### config.mk
export PLATFORM = sky130hd
export DESIGN_NAME = dmem_ctrl_flat
export DESIGN_NICKNAME = d
export VERILOG_FILES = /design/src/rtl/dmem_ctrl_if.sv /design/src/rtl/dmem_ctrl.sv /design/src/flat_wrapper.sv
export SDC_FILE = /design/constraint.sdc
export NUM_CORES = 1
export LEC_CHECK = 0
export ABC_CLOCK_PERIOD_IN_PS = 8000
export BUFFER_PORTS_ARGS = -buffer_cell sky130_fd_sc_hd__buf_2
export CORE_MARGIN = 2
export CORE_UTILIZATION = 48
export CTS_BUF_LIST = sky130_fd_sc_hd__clkbuf_8
export CTS_CLUSTER_DIAMETER = 200
export DETAILED_ROUTE_END_ITERATION = 8
export PLACE_DENSITY_LB_ADDON = 0.25
export REMOVE_ABC_BUFFERS = 1
export SYNTH_ARGS = -nofsm -noshare
export SYNTH_HDL_FRONTEND = slang
export SYNTH_SLANG_ARGS = --single-unit
### constraint.sdc
create_clock -name clk -period 8 [get_ports clk]
set_clock_uncertainty 0.2 [all_clocks]
set_input_delay 2 -clock clk [delete_from_list [all_inputs] [get_ports clk]]
set_output_delay 2 -clock clk [all_outputs]
set_load 0.03 [all_outputs]
### src/rtl/dmem_ctrl_if.sv
// Signal bundle between the MEM-stage pipeline, the dmem_ctrl block and the
// external data bus. The master side is the controller; the slave side is the
// pipeline/bus environment that drives requests and acknowledges transfers.
interface dmem_ctrl_if;
  // pipeline request (MEMP)
  logic        req_MEMP;
  logic        we_MEMP;
  logic [63:0] addr_MEMP;
  logic [63:0] wdata_MEMP;
  logic [1:0]  size_MEMP;
  logic        unsigned_MEMP;
  // pipeline response (MEMR) and hazard/status
  logic [63:0] rdata_MEMR;
  logic        rdata_valid_MEMR;
  logic [1:0]  state;
  logic        fault;
  // external data bus
  logic        bus_req;
  logic        bus_we;
  logic [63:0] bus_addr;
  logic [63:0] bus_wdata;
  logic [7:0]  bus_wstrb;
  logic        bus_ack;
  logic [63:0] bus_rdata;

  modport master (
    input  req_MEMP, we_MEMP, addr_MEMP, wdata_MEMP, size_MEMP, unsigned_MEMP,
    input  bus_ack, bus_rdata,
    output rdata_MEMR, rdata_valid_MEMR, state, fault,
    output bus_req, bus_we, bus_addr, bus_wdata, bus_wstrb
  );

  modport slave (
    output req_MEMP, we_MEMP, addr_MEMP, wdata_MEMP, size_MEMP, unsigned_MEMP,
    output bus_ack, bus_rdata,
    input  rdata_MEMR, rdata_valid_MEMR, state, fault,
    input  bus_req, bus_we, bus_addr, bus_wdata, bus_wstrb
  );
endinterface

### src/rtl/dmem_ctrl.sv
// Data-memory access controller: takes one load/store from MEMP, runs a
// req/ack transfer on the 64-bit data bus, returns extended load data to MEMR
// and exposes its FSM encoding as the busy/freeze state for the hazard unit.
module dmem_ctrl #(
  parameter int ACK_TIMEOUT = 255   // cycles to wait for bus_ack; 0 = never give up
) (
  input logic         clk,
  input logic         rst,
  dmem_ctrl_if.master dm
);

  typedef enum logic [1:0] {
    S_IDLE  = 2'b00,
    S_READ  = 2'b01,
    S_WRITE = 2'b10,
    S_DONE  = 2'b11
  } state_t;

  localparam bit TO_EN = (ACK_TIMEOUT > 0);
  localparam int CW    = (ACK_TIMEOUT > 1) ? $clog2(ACK_TIMEOUT + 1) : 1;

  state_t        r_state;
  logic [2:0]    r_off;
  logic [1:0]    r_size;
  logic          r_uns;
  logic [CW-1:0] r_cnt;
  logic          r_bus_req;
  logic          r_bus_we;
  logic [63:0]   r_bus_addr;
  logic [63:0]   r_bus_wdata;
  logic [7:0]    r_bus_wstrb;
  logic [63:0]   r_rdata;
  logic          r_rvalid;
  logic          r_fault;

  logic          w_misal;
  logic [2:0]    w_off;
  logic [7:0]    w_strb_base;
  logic [63:0]   w_lane_wdata;
  logic [7:0]    w_lane_strb;
  logic [63:0]   w_rsh;
  logic [63:0]   w_ld;
  logic [CW-1:0] w_cnt_nxt;
  logic          w_timeout;

  assign w_off        = dm.addr_MEMP[2:0];
  assign w_lane_wdata = dm.wdata_MEMP << {w_off, 3'b000};
  assign w_lane_strb  = w_strb_base << w_off;
  assign w_rsh        = dm.bus_rdata >> {r_off, 3'b000};
  assign w_cnt_nxt    = r_cnt + CW'(1);
  assign w_timeout    = TO_EN && (w_cnt_nxt == CW'(ACK_TIMEOUT));

  // Alignment check and byte-enable pattern for the incoming request.
  always_comb begin
    w_misal     = 1'b0;
    w_strb_base = 8'h01;
    case (dm.size_MEMP)
      2'd0: begin w_misal = 1'b0;               w_strb_base = 8'h01; end
      2'd1: begin w_misal = dm.addr_MEMP[0];    w_strb_base = 8'h03; end
      2'd2: begin w_misal = |dm.addr_MEMP[1:0]; w_strb_base = 8'h0F; end
      default: begin w_misal = |dm.addr_MEMP[2:0]; w_strb_base = 8'hFF; end
    endcase
  end

  // Load data: select the addressed lane and extend to 64 bits.
  always_comb begin
    w_ld = w_rsh;
    case (r_size)
      2'd0: w_ld = r_uns ? {56'b0, w_rsh[7:0]}  : {{56{w_rsh[7]}},  w_rsh[7:0]};
      2'd1: w_ld = r_uns ? {48'b0, w_rsh[15:0]} : {{48{w_rsh[15]}}, w_rsh[15:0]};
      2'd2: w_ld = r_uns ? {32'b0, w_rsh[31:0]} : {{32{w_rsh[31]}}, w_rsh[31:0]};
      default: w_ld = w_rsh;   // doubleword: nothing to extend
    endcase
  end

  // Access FSM; every output, including state, comes straight from a flop.
  always_ff @(posedge clk or posedge rst) begin
    if (rst) begin
      r_state     <= S_IDLE;
      r_off       <= '0;
      r_size      <= '0;
      r_uns       <= 1'b0;
      r_cnt       <= '0;
      r_bus_req   <= 1'b0;
      r_bus_we    <= 1'b0;
      r_bus_addr  <= '0;
      r_bus_wdata <= '0;
      r_bus_wstrb <= '0;
      r_rdata     <= '0;
      r_rvalid    <= 1'b0;
      r_fault     <= 1'b0;
    end else begin
      r_fault <= 1'b0;
      case (r_state)
        S_IDLE: begin
          if (dm.req_MEMP) begin
            if (w_misal) begin
              // Misaligned: never touch the bus, just flag it.
              r_fault  <= 1'b1;
              r_rvalid <= 1'b0;
            end else begin
              r_off       <= w_off;
              r_size      <= dm.size_MEMP;
              r_uns       <= dm.unsigned_MEMP;
              r_cnt       <= '0;
              r_bus_req   <= 1'b1;
              r_bus_we    <= dm.we_MEMP;
              r_bus_addr  <= {dm.addr_MEMP[63:3], 3'b000};
              // Loads drive no byte enables and no write data.
              r_bus_wdata <= dm.we_MEMP ? w_lane_wdata : 64'd0;
              r_bus_wstrb <= dm.we_MEMP ? w_lane_strb  : 8'd0;
              r_state     <= dm.we_MEMP ? S_WRITE : S_READ;
            end
          end
        end
        S_READ, S_WRITE: begin
          // Ack wins over a timeout landing on the same edge.
          if (dm.bus_ack) begin
            r_bus_req <= 1'b0;
            r_state   <= S_DONE;
            if (r_state == S_READ) begin
              r_rdata  <= w_ld;
              r_rvalid <= 1'b1;
            end else begin
              r_rvalid <= 1'b0;
            end
          end else if (w_timeout) begin
            r_bus_req <= 1'b0;
            r_fault   <= 1'b1;
            r_rdata   <= '0;
            r_rvalid  <= 1'b0;
            r_state   <= S_DONE;
          end else begin
            r_cnt <= w_cnt_nxt;
          end
        end
        default: begin
          // DONE: one cycle with bus_req low, then accept again.
          r_state <= S_IDLE;
        end
      endcase
    end
  end

  assign dm.state            = r_state;
  assign dm.bus_req          = r_bus_req;
  assign dm.bus_we           = r_bus_we;
  assign dm.bus_addr         = r_bus_addr;
  assign dm.bus_wdata        = r_bus_wdata;
  assign dm.bus_wstrb        = r_bus_wstrb;
  assign dm.rdata_MEMR       = r_rdata;
  assign dm.rdata_valid_MEMR = r_rvalid;
  assign dm.fault            = r_fault;

endmodule

### src/flat_wrapper.sv
// flat-port wrapper written by rule: the top's interface ports become plain ports
module dmem_ctrl_flat 
#(
  parameter int ACK_TIMEOUT = 255                                                   
)
  (clk, rst, dm_req_MEMP, dm_we_MEMP, dm_addr_MEMP, dm_wdata_MEMP, dm_size_MEMP, dm_unsigned_MEMP, dm_bus_ack, dm_bus_rdata, dm_rdata_MEMR, dm_rdata_valid_MEMR, dm_state, dm_fault, dm_bus_req, dm_bus_we, dm_bus_addr, dm_bus_wdata, dm_bus_wstrb);
  dmem_ctrl_if dm_i ();
  input logic clk;
  input logic rst;
  input wire logic [$bits(dm_i.req_MEMP)-1:0] dm_req_MEMP;
  input wire logic [$bits(dm_i.we_MEMP)-1:0] dm_we_MEMP;
  input wire logic [$bits(dm_i.addr_MEMP)-1:0] dm_addr_MEMP;
  input wire logic [$bits(dm_i.wdata_MEMP)-1:0] dm_wdata_MEMP;
  input wire logic [$bits(dm_i.size_MEMP)-1:0] dm_size_MEMP;
  input wire logic [$bits(dm_i.unsigned_MEMP)-1:0] dm_unsigned_MEMP;
  input wire logic [$bits(dm_i.bus_ack)-1:0] dm_bus_ack;
  input wire logic [$bits(dm_i.bus_rdata)-1:0] dm_bus_rdata;
  output wire logic [$bits(dm_i.rdata_MEMR)-1:0] dm_rdata_MEMR;
  output wire logic [$bits(dm_i.rdata_valid_MEMR)-1:0] dm_rdata_valid_MEMR;
  output wire logic [$bits(dm_i.state)-1:0] dm_state;
  output wire logic [$bits(dm_i.fault)-1:0] dm_fault;
  output wire logic [$bits(dm_i.bus_req)-1:0] dm_bus_req;
  output wire logic [$bits(dm_i.bus_we)-1:0] dm_bus_we;
  output wire logic [$bits(dm_i.bus_addr)-1:0] dm_bus_addr;
  output wire logic [$bits(dm_i.bus_wdata)-1:0] dm_bus_wdata;
  output wire logic [$bits(dm_i.bus_wstrb)-1:0] dm_bus_wstrb;
  assign dm_i.req_MEMP = dm_req_MEMP;
  assign dm_i.we_MEMP = dm_we_MEMP;
  assign dm_i.addr_MEMP = dm_addr_MEMP;
  assign dm_i.wdata_MEMP = dm_wdata_MEMP;
  assign dm_i.size_MEMP = dm_size_MEMP;
  assign dm_i.unsigned_MEMP = dm_unsigned_MEMP;
  assign dm_i.bus_ack = dm_bus_ack;
  assign dm_i.bus_rdata = dm_bus_rdata;
  assign dm_rdata_MEMR = dm_i.rdata_MEMR;
  assign dm_rdata_valid_MEMR = dm_i.rdata_valid_MEMR;
  assign dm_state = dm_i.state;
  assign dm_fault = dm_i.fault;
  assign dm_bus_req = dm_i.bus_req;
  assign dm_bus_we = dm_i.bus_we;
  assign dm_bus_addr = dm_i.bus_addr;
  assign dm_bus_wdata = dm_i.bus_wdata;
  assign dm_bus_wstrb = dm_i.bus_wstrb;
  dmem_ctrl #(.ACK_TIMEOUT(ACK_TIMEOUT)) u_core (.clk(clk), .rst(rst), .dm(dm_i));
endmodule
==> impl_metrics.env, run 1 <==
export IMPL_min_to="u_core.dm.bus_addr[24]$_DFFE_PP0P_"
export IMPL_ios=406
export IMPL_required_ns=8.26
export IMPL_post_place_ws_ns=2.776
export IMPL_worstSetupStartpointType="input port"
export IMPL_cts_buffers=39
export IMPL_timing_reg2reg_setup_slack_ns=4.65
export IMPL_layout_drive_gt1_share=0.3376
export IMPL_syn_instance_count=1268
export IMPL_gp_congestion=0.8836
export IMPL_clock_latency_ns=0.53
export IMPL_n_fill_cell=2197
export IMPL_synth_most_common_cell="nand2_1"
export IMPL_min_period_over_period=0.5859
export IMPL_avgSynthCellArea_um2=9.551
export IMPL_grt_total_usage=0.2796
export IMPL_fp_row_count=58
export IMPL_ant_nets=0
export IMPL_synth_top_area_frac=0.4484
export IMPL_fp_coreArea_um2=24960
export IMPL_wl_per_cell_um=19.24
export IMPL_antenna_found_initial=3
export IMPL_synth_area_leaders="dfrtp_1 (45%), nand2_1 (9.7%), mux2i_1 (8.0%)"
export IMPL_combPwrFrac=0.489
export IMPL_status="finished clean"
export IMPL_cp_max_fo=85
export IMPL_dpl_hpwl_um=26290
export IMPL_holdPathStages=2
export IMPL_layout_setup_ws_ns=3.313
export IMPL_nets=1825
export IMPL_synth_async_reset_ratio=1.000
export IMPL_synth_cell_type_count=58
export IMPL_cts_resized=0
export IMPL_overflow=0
export IMPL_period_needed_ns=4.687
export IMPL_p_leak_nw=7.893
export IMPL_die_w_um=162.8
export IMPL_finalSetupViolCount=0
export IMPL_critPathCaptureType="flip-flop"
export IMPL_initial_utilization=0.4851
export IMPL_cts_max_level=2
export IMPL_ys_top_cells_by_count="nand2_1 (313), dfrtp_1 (217), mux2i_1 (97)"
export IMPL_cell_internal_pwr_mw=3.086
export IMPL_wl_um=38140
export IMPL_ys_flop_type="dfrtp_1"
export IMPL_maxSlewViolCount=0
export IMPL_synth_area_um2=12110
export IMPL_grt_pass1_wl_um=58820
export IMPL_hold_start="u_core.dm.bus_addr[24]$_DFFE_PP0P_"
export IMPL_r2r_end="u_core.dm.rdata_MEMR[10]$_DFFE_PP0P_"
export IMPL_ir_worst_vdd_mv=0.2085
export IMPL_fmax_mhz=213.3
export IMPL_powerDensity_nw_per_um2=381.7
export IMPL_rr_startpoint="u_core.r_off[0]$_DFFE_PP0P_"
export IMPL_path_clk_slew_ns=0.05
export IMPL_holdBufCountCts=0
export IMPL_detail_route_vias_per_cell=5.679
export IMPL_die_area_um2=26520
export IMPL_drtPass1Iterations=7
export IMPL_cap_violations=0
export IMPL_ys_seq_area_frac=0.4484
export IMPL_cts_buffer_depth=3
export IMPL_root_buffer="clkbuf_8"
export IMPL_slew_headroom=0.3155
export IMPL_tightestPinTransition_ns=1.027
export IMPL_rsz0062_at_grt="no"
export IMPL_p_switching_mw=2.660
export IMPL_cts_tree="done"
export IMPL_cts_setup_buffers=0
export IMPL_grt_pass1_vias=10800
export IMPL_cts_sinks=217
export IMPL_syn_to_final_growth_pct=24.30
export IMPL_synth_edf_count=0
export IMPL_ys_warn_count=0
export IMPL_crit_arrival_ns=4.94
export IMPL_synth_seq_cells=217
export IMPL_num_vias=11260
export IMPL_critPathKind="in -> reg"
export IMPL_seq_power_share=0.320
export IMPL_first_iter_violations=1178
export IMPL_grt_max_degree=142
export IMPL_pwr_share_clk=0.191
export IMPL_drc=0
export IMPL_hp_class="reg -> reg"
export IMPL_hold_viol_final=0
export IMPL_synth_top_area_cell="dfrtp_1"
export IMPL_holdWs_ns=0.2656
export IMPL_die_y_um=162.8
export IMPL_netSwitchingFraction=0.4629
export IMPL_reg2reg_depth=6
export IMPL_port_buffers=402
[layout make-up]
class | instances | area [um2] | share of cell area
Tap cell | 330 | 412.9 | 0.02743
Timing Repair Buffer | 416 | 2120 | 0.1408
Clock buffer | 53 | 729.5 | 0.04846
Multi-Input combinational cell | 918 | 6132 | 0.4074
Inverter | 28 | 112.6 | 0.007481
Clock inverter | 18 | 108.9 | 0.007231
Antenna cell | 2 | 5.005 | 0.0003325
Sequential cell | 217 | 5433 | 0.3609
[through the flow]
step	cell area [um2]	TNS, ns	total power, mW	utilization	cells
6_report	15050	0	5.746	0.6030	1982
5_1_grt	15050	0	6.091	0.6030	1982
4_1_cts	15050	0	5.767	0.6028	1980
3_5_place_dp	14210	0	4.649	0.5692	1909
3_3_place_gp	14210	0	4.603	0.5692	1909
2_1_floorplan	11640	-29.51	3.761	-	1163
[flip-flops by register name, indices dropped and copies added (netlist names), 2 cells and up]
| signal | cells |
|---|---|
| u_core.dm.bus_addr | 61 |
| u_core.dm.bus_wstrb | 8 |
| u_core.r_cnt | 8 |
| u_core.r_size | 2 |
| u_core.dm.bus_wdata | 64 |
| u_core.dm.rdata_MEMR | 64 |
| u_core.dm.state | 2 |
| u_core.r_off | 3 |
[placed cells by master, fill, tap and decap left out, types with 4 or more instances in the layout]
cell,count
nor2b_1,13
nand2b_1,8
or2_2,4
a22o_1,81
xnor2_1,6
dfrtp_1,215
a222oi_1,4
clkbuf_8,53
buf_4,15
mux2i_1,97
nor2_1,60
a21oi_1,61
a21o_1,5
mux2_2,22
nand2_1,313
inv_1,37
mux4_2,40
buf_2,401
o21ai_0,96
a31oi_1,4
clkinv_2,5
o21a_1,5
o22ai_1,19
ha_1,5
nand3_1,17
a211oi_1,15
[power by group through the flow]
stage               Sequential [mW]  Combinational [mW]  Clock [mW]
floorplan                      2.62                1.14           0
global placement               1.84                2.77           0
detailed placement             1.83                2.82           0
CTS                            1.83                2.82        1.12
global route                   1.89                3.03        1.17
finish                         1.84                2.81        1.10
[cells by family (layout without fill, tap and decap cells)]
family | count (synthesis) | count (layout) | share of synthesized area
mux | 160 | 160 | 0.1769
compound gates | 309 | 309 | 0.1695
simple gates | 434 | 434 | 0.1464
flops | 217 | 217 | 0.4484
xor+xnor | 7 | 7 | 0.005063
buf+inv | 135 | 515 | 0.04825
fa+ha+maj | 5 | 5 | 0.005166
other cells | 1 | 5 | 0.0003097
[routing by layer]
layer | part of all wire | up-vias | GRT usage | wire, um
li1 | - | 5190 | - | -
met4 | 0.025 | 2 | 0.08689 | 949
met5 | 0.00034 | - | 0 | 13
met3 | 0.091 | 69 | 0.06392 | 3456
met2 | 0.48 | 547 | 0.4632 | 18470
met1 | 0.40 | 5448 | 0.3665 | 15250
[critical path, stage by stage]
cell	delay (ns)
buf_2	0.17
or2_2	0.33
a22oi_2	0.29
nand3_4	0.78
nor3b_4	0.39
buf_4	0.34
and2_1	0.41
a22o_1	0.21
[worst max path at each step]
stage | start | endpoint | depth (start not counted)
global placement | dm_size_MEMP[0] | u_core.dm.bus_wdata[1]$_DFFE_PP0P_ | 8
detailed placement | dm_size_MEMP[0] | u_core.dm.bus_wdata[5]$_DFFE_PP0P_ | 8
finish | dm_size_MEMP[0] | u_core.dm.bus_wdata[0]$_DFFE_PP0P_ | 8
global route | dm_size_MEMP[0] | u_core.dm.bus_wdata[0]$_DFFE_PP0P_ | 8
floorplan | rst | u_core.dm.bus_addr[10]$_DFFE_PP0P_ | 1
CTS | dm_size_MEMP[0] | u_core.dm.bus_wdata[0]$_DFFE_PP0P_ | 8
No activity file was read; power rests on OpenSTA's default activity.
==> inputs of run 2 (changes only) <==
--- a/config.mk
+++ b/config.mk
@@ -5,10 +5,11 @@
 export SDC_FILE = /design/constraint.sdc
 export NUM_CORES = 1
 export LEC_CHECK = 0
-export ABC_CLOCK_PERIOD_IN_PS = 8000
+export ABC_AREA = 1
+export ABC_CLOCK_PERIOD_IN_PS = 4600
 export BUFFER_PORTS_ARGS = -buffer_cell sky130_fd_sc_hd__buf_2
 export CORE_MARGIN = 2
-export CORE_UTILIZATION = 48
+export CORE_UTILIZATION = 50
 export CTS_BUF_LIST = sky130_fd_sc_hd__clkbuf_8
 export CTS_CLUSTER_DIAMETER = 200
 export DETAILED_ROUTE_END_ITERATION = 8
==> constraint.sdc (replaced) <==
create_clock -name clk -period 4.6 [get_ports clk]
set_clock_uncertainty 0.2 [all_clocks]
set_input_delay 1.15 -clock clk [delete_from_list [all_inputs] [get_ports clk]]
set_output_delay 1.15 -clock clk [all_outputs]
set_load 0.03 [all_outputs]
==> run 2 against run 1 <==
Register-to-register slack worse by 3.4 ns. Cell count up 21%. Via count up 15%. Routed wire length up 4.5%. Die area down 3.9%. Area after synthesis about the same. Worst setup slack worse by 2.1 ns. Sequential power up 78%.
==> impl_metrics.env, run 2 <==
export IMPL_grt_pass1_wl_um=64040
export IMPL_cp_num_buf_inv=2
export IMPL_ys_top_cells_by_count="nand2_1 (742), dfrtp_1 (217), o21ai_0 (180)"
export IMPL_path_clk_slew_ns=0.06
export IMPL_fp_row_count=56
export IMPL_synth_seq_cells=217
export IMPL_p_leak_nw=8.506
export IMPL_nets=2256
export IMPL_min_period_over_period=0.7355
export IMPL_avgSynthCellArea_um2=7.106
export IMPL_fmax_mhz=295.6
export IMPL_num_vias=12960
export IMPL_ys_flop_type="dfrtp_1"
export IMPL_root_buffer="clkbuf_8"
export IMPL_synth_top_area_frac=0.4484
export IMPL_status="finished clean"
export IMPL_worstSetupStartpointType="input port"
export IMPL_reg2reg_depth=10
export IMPL_cts_setup_buffers=0
export IMPL_stdcell_area_um2=14870
export IMPL_grt_max_degree=145
export IMPL_cts_buffers=38
export IMPL_mostFrequentLayoutCells="nand2_1 (742), buf_2 (402), dfrtp_1 (215)"
export IMPL_layout_drive_gt1_share=0.2454
export IMPL_holdPathStages=2
export IMPL_ant_nets=0
export IMPL_critPathCaptureType="flip-flop"
export IMPL_rr_startpoint="u_core.r_off[1]$_DFFE_PP0P_"
export IMPL_synth_area_leaders="dfrtp_1 (45%), nand2_1 (23%), o21ai_0 (7.4%)"
export IMPL_synth_top_area_cell="dfrtp_1"
export IMPL_tightestPinTransition_ns=1.064
export IMPL_finalSetupTns_ns=0
export IMPL_ios=406
export IMPL_ys_warn_count=0
export IMPL_holdBufCountCts=0
export IMPL_fp_coreArea_um2=23610
export IMPL_slew_headroom=0.2900
export IMPL_crit_arrival_ns=3.62
export IMPL_r2r_end="u_core.dm.rdata_MEMR[34]$_DFFE_PP0P_"
export IMPL_worstSetupStartpoint="dm_addr_MEMP[0]"
export IMPL_powerDensity_nw_per_um2=731.5
export IMPL_dpl_hpwl_um=27580
export IMPL_hold_start="u_core.dm.rdata_MEMR[19]$_DFFE_PP0P_"
export IMPL_synth_async_reset_ratio=1.000
export IMPL_cts_max_level=2
export IMPL_synth_cell_type_count=37
export IMPL_first_iter_violations=1183
export IMPL_hp_class="reg -> reg"
export IMPL_initial_utilization=0.5128
export IMPL_syn_instance_count=1704
export IMPL_cts_tree="done"
export IMPL_cap_violations=0
export IMPL_port_buffers=402
export IMPL_path_cells="buf_2, nor2_4, nand3_2, nand2_2, nand3_4, inv_2, nand2_1, o31ai_1"
export IMPL_die_y_um=159.6
export IMPL_synth_most_common_cell="nand2_1"
export IMPL_min_to="u_core.dm.rdata_MEMR[19]$_DFFE_PP0P_"
export IMPL_dp_cells=2330
export IMPL_drtPass1Iterations=5
export IMPL_rsz0062_at_grt="no"
export IMPL_die_area_um2=25480
export IMPL_required_ns=4.83
export IMPL_critPathKind="in -> reg"
export IMPL_cts_resized=0
export IMPL_ir_worst_vdd_mv=0.3414
export IMPL_wl_um=39850
export IMPL_slowest_delay_ns=0.53
export IMPL_finalSetupViolCount=0
export IMPL_grt_pass1_vias=12430
export IMPL_syn_to_final_growth_pct=22.77
export IMPL_ys_seq_area_frac=0.4484
export IMPL_clock_latency_ns=0.53
export IMPL_cts_sinks=217
export IMPL_post_dp_cell_area_um2=14110
export IMPL_wl_per_cell_um=16.60
export IMPL_grt_total_usage=0.3079
export IMPL_cp_slowest_cell="inv_2"
export IMPL_synth_area_um2=12110
export IMPL_die_w_um=159.6
export IMPL_antenna_found_initial=5
export IMPL_hold_viol_final=0
export IMPL_instances_no_fill=2400
export IMPL_maxSlewViolCount=0
export IMPL_drc=0
export IMPL_cp_max_fo=40
export IMPL_synth_edf_count=0
export IMPL_final_common_cell="nand2_1"
export IMPL_overflow=0
export IMPL_gp_congestion=0.9121
export IMPL_detail_route_vias_per_cell=5.401
export IMPL_period_needed_ns=3.383
export IMPL_timing_reg2reg_setup_slack_ns=1.30
export IMPL_cts_buffer_depth=3
export IMPL_cp_top_family="simple AND/OR/NAND/NOR gates"
export IMPL_holdWs_ns=0.2640
run 2: cell count changes after synthesis, moves of 26 or more:
cell | before | now
nand2_1 | 313 | 742
mux4_2 | 40 | 0
a22o_1 | 81 | 18
inv_1 | 28 | 89
nand3_1 | 18 | 117
o211ai_1 | 1 | 32
mux2i_1 | 97 | 2
o21ai_0 | 96 | 180
o21ai_1 | 1 | 27
run 2: worst max-delay path by stage:
stage	endpoint	depth (start not counted)
2_1_floorplan	u_core.dm.bus_addr[10]$_DFFE_PP0P_	1
3_3_place_gp	u_core.dm.bus_wstrb[7]$_DFFE_PP0P_	8
3_5_place_dp	u_core.dm.bus_wstrb[7]$_DFFE_PP0P_	8
4_1_cts	u_core.dm.bus_wstrb[7]$_DFFE_PP0P_	8
5_1_grt	u_core.dm.bus_wstrb[7]$_DFFE_PP0P_	8
6_report	u_core.dm.bus_wstrb[7]$_DFFE_PP0P_	8
run 2: worst register-to-register path, cell delays in order (launching register included):
cell and delay, ns:
dfrtp_2 0.40, inv_2 0.65, nand3_1 0.24, nand3_1 0.15
nand2_2 0.09, nand2_4 0.15, nand2_2 0.07, inv_2 0.31
nand2_2 0.55, nand3_1 0.28, nand2_1 0.07
run 2: where the power goes:
group	switching, mW	leakage, nW	total, mW	internal, mW
Sequential	0.535	2.80	3.28	2.74
Combinational	4.22	5.29	5.85	1.63
Clock	0.792	0.421	1.74	0.950
Total	5.55	8.51	10.9	5.32
run 2: layout make-up:
| class | instances | area, um2 |
|---|---|---|
| Inverter | 99 | 379.1 |
| Antenna cell | 7 | 17.52 |
| Timing Repair Buffer | 421 | 2167 |
| Multi-Input combinational cell | 1274 | 5732 |
| Sequential cell | 217 | 5433 |
| Clock buffer | 49 | 674.4 |
| Fill cell | 2163 | 8746 |
| Clock inverter | 14 | 65.06 |
| Tap cell | 319 | 399.1 |
run 2: logic make-up (layout without fill, tap and decap cells):
family          Yosys count  count (layout)  synth area share
other cells               1              10         0.0003097
compound gates          339             339            0.1583
simple gates            925             925            0.3073
flops                   217             217            0.4484
buf+inv                 215             583           0.07884
mux                       2               2          0.001653
fa+ha+maj                 5               5          0.005166
run 2: layer usage:
| layer | wire (um) | global-route usage | up-vias |
|---|---|---|---|
| met5 | 11 | 0 | - |
| met4 | 1267 | 0.1248 | 2 |
| met3 | 4082 | 0.07455 | 99 |
| met2 | 18810 | 0.5051 | 700 |
| met1 | 15670 | 0.3928 | 5955 |
| li1 | - | - | 6206 |
run 2: stage by stage:
| step | utilization | worst slack [ns] | power (mW) |
|---|---|---|---|
| 2_1_floorplan | - | -2.686 | 7.199 |
| 3_3_place_gp | 0.5976 | 0.8298 | 8.988 |
| 3_5_place_dp | 0.5976 | 0.6870 | 9.094 |
| 4_1_cts | 0.6289 | 1.273 | 10.86 |
| 5_1_grt | 0.6292 | 0.9991 | 11.63 |
| 6_report | 0.6296 | 1.217 | 10.88 |
==> inputs of run 3 (changes only) <==
--- a/config.mk
+++ b/config.mk
@@ -5,8 +5,8 @@
 export SDC_FILE = /design/constraint.sdc
 export NUM_CORES = 1
 export LEC_CHECK = 0
-export ABC_AREA = 1
-export ABC_CLOCK_PERIOD_IN_PS = 4600
+export ABC_AREA = 0
+export ABC_CLOCK_PERIOD_IN_PS = 3500
 export BUFFER_PORTS_ARGS = -buffer_cell sky130_fd_sc_hd__buf_2
 export CORE_MARGIN = 2
 export CORE_UTILIZATION = 50
==> constraint.sdc (replaced) <==
create_clock -name clk -period 3.5 [get_ports clk]
set_clock_uncertainty 0.2 [all_clocks]
set_input_delay 0.875 -clock clk [delete_from_list [all_inputs] [get_ports clk]]
set_output_delay 0.875 -clock clk [all_outputs]
set_load 0.03 [all_outputs]
==> run 3 against run 2 <==
Total power increased by 21%. Sequential power increased by 25%. Critical path depth decreased by 3. Worst hold slack got worse by 0.094 ns. First-iteration DRC count decreased by 20%. Critical endpoint is now u_core.dm.rdata_MEMR[59]$_DFFE_PP0P_. Cell count decreased by 17%. Cell area increased by 2.2%. Sequential share of layout area decreased by 0.77 points.
==> impl_metrics.env, run 3 (synthesized netlist as in run 1, its figures left out) <==
export IMPL_die_w_um=159.6
export IMPL_cp_num_buf_inv=0
export IMPL_finalSetupTns_ns=0
export IMPL_wl_um=39200
export IMPL_p_leak_nw=7.975
export IMPL_rsz0062_at_grt="no"
export IMPL_timing_reg2reg_setup_slack_ns=0.72
export IMPL_wl_met3_um=3789
export IMPL_holdWs_ns=0.1703
export IMPL_min_period_over_period=0.7947
export IMPL_nets=1839
export IMPL_dp_cells=1913
export IMPL_cts_buffers=38
export IMPL_grt_max_degree=124
export IMPL_detail_route_vias_per_cell=5.774
export IMPL_wl_met2_um=19210
export IMPL_power_mw=13.15
export IMPL_cts_resized=0
export IMPL_rr_startpoint="u_core.r_off[0]$_DFFE_PP0P_"
export IMPL_layout_drive_gt1_share=0.3402
export IMPL_initial_utilization=0.5129
export IMPL_num_vias=11490
export IMPL_clock_latency_ns=0.54
export IMPL_cts_tree="done"
export IMPL_wl_per_cell_um=19.71
export IMPL_status="finished clean"
export IMPL_cts_sinks=217
export IMPL_gp_congestion=0.8823
export IMPL_critPathKind="reg -> reg"
export IMPL_cts_max_level=2
export IMPL_fp_row_count=56
export IMPL_fp_coreArea_um2=23610
export IMPL_ant_nets=0
export IMPL_cap_violations=0
export IMPL_fmax_mhz=359.5
export IMPL_grt_total_usage=0.2990
export IMPL_required_ns=3.73
export IMPL_path_clk_slew_ns=0.06
export IMPL_finalSetupViolCount=0
export IMPL_worstSetupStartpointType="flip-flop"
export IMPL_root_buffer="clkbuf_8"
export IMPL_antenna_found_initial=9
export IMPL_cts_buffer_depth=3
export IMPL_crit_arrival_ns=3.01
export IMPL_grt_pass1_vias=11310
export IMPL_syn_to_final_growth_pct=25.42
export IMPL_r2r_end="u_core.dm.rdata_MEMR[59]$_DFFE_PP0P_"
export IMPL_mostFrequentLayoutCells="buf_2 (401), nand2_1 (313), dfrtp_1 (215)"
export IMPL_hold_viol_final=0
export IMPL_final_common_cell="buf_2"
export IMPL_instances_no_fill=1989
export IMPL_period_needed_ns=2.781
export IMPL_port_buffers=402
export IMPL_top_signal_layer_used="met5"
export IMPL_ios=406
export IMPL_slowest_delay_ns=0.68
export IMPL_powerDensity_nw_per_um2=865.5
export IMPL_die_area_um2=25480
export IMPL_critPathCaptureType="flip-flop"
export IMPL_die_y_um=159.6
export IMPL_cp_slowest_cell="dfrtp_2"
export IMPL_drc=0
export IMPL_reg2reg_depth=5
export IMPL_first_iter_violations=951
export IMPL_tightestPinTransition_ns=0.8469
export IMPL_overflow=0
export IMPL_slew_headroom=0.4338
export IMPL_dpl_hpwl_um=27780
export IMPL_cts_setup_buffers=0
export IMPL_hp_class="in -> async"
export IMPL_grt_pass1_wl_um=61140
export IMPL_ir_worst_vdd_mv=0.5392
export IMPL_stdcell_area_um2=15190
export IMPL_cp_top_family="compound AO/OA/AOI/OAI gates"
export IMPL_maxSlewViolCount=0
export IMPL_cp_max_fo=21
export IMPL_post_dp_cell_area_um2=14400
export IMPL_drtPass1Iterations=6
export IMPL_met1Wirelength_um=14750
export IMPL_path_cells="mux4_2, o22ai_4, a31o_1, nand2_1, o21ai_0"
export IMPL_holdBufCountCts=0
-- run 3: cell count changes in the layout (fill, tap and decap cells not counted), sizes merged, moves of 63 or more --
cell   delta
a22o     +63
inv      -66
mux2i    +96
nand2   -436
nand3   -102
o21ai   -109
-- run 3: report_power, final --
part           switching (mW)  total [mW]  internal [mW]
Combinational            4.44        6.68           2.24
Sequential              0.646        4.10           3.45
Clock                    1.09        2.37           1.28
-- run 3: through the flow --
step | utilization | worst slack (ns)
global route | 0.6430 | 0.6100
global placement | 0.6097 | 0.5083
detailed placement | 0.6097 | 0.3830
finish | 0.6432 | 0.7187
floorplan | - | -3.511
CTS | 0.6423 | 0.7353
-- run 3: metal layers --
metal | track usage | vias up
met5 | 0 | -
met3 | 0.08130 | 106
met4 | 0.1211 | 4
li1 | - | 5217
met2 | 0.4967 | 657
met1 | 0.3715 | 5501
-- run 3: cell type report --
class / count / area (um2)
Fill cell: 2001 / 8424
Multi-Input combinational cell: 918 / 6132
Sequential cell: 217 / 5433
Timing Repair Buffer: 431 / 2320
Clock buffer: 46 / 633.1
Tap cell: 319 / 399.1
Clock inverter: 21 / 136.4
Inverter: 28 / 112.6
Antenna cell: 9 / 22.52
-- run 3: how the worst max path moves through the flow --
stage | slack, ns | cells past startpoint | end | start
after detailed placement | 0.38 | 8 | u_core.dm.bus_wdata[15]$_DFFE_PP0P_ | dm_size_MEMP[0]
after global routing | 0.61 | 5 | u_core.dm.rdata_MEMR[58]$_DFFE_PP0P_ | u_core.r_off[0]$_DFFE_PP0P_
final | 0.72 | 5 | u_core.dm.rdata_MEMR[59]$_DFFE_PP0P_ | u_core.r_off[0]$_DFFE_PP0P_
after global placement | 0.51 | 8 | u_core.dm.bus_wstrb[1]$_DFFE_PP0P_ | dm_size_MEMP[0]
after CTS | 0.74 | 5 | u_core.dm.rdata_MEMR[59]$_DFFE_PP0P_ | u_core.r_off[0]$_DFFE_PP0P_
after floorplan | -3.51 | 1 | u_core.dm.bus_addr[10]$_DFFE_PP0P_ | rst
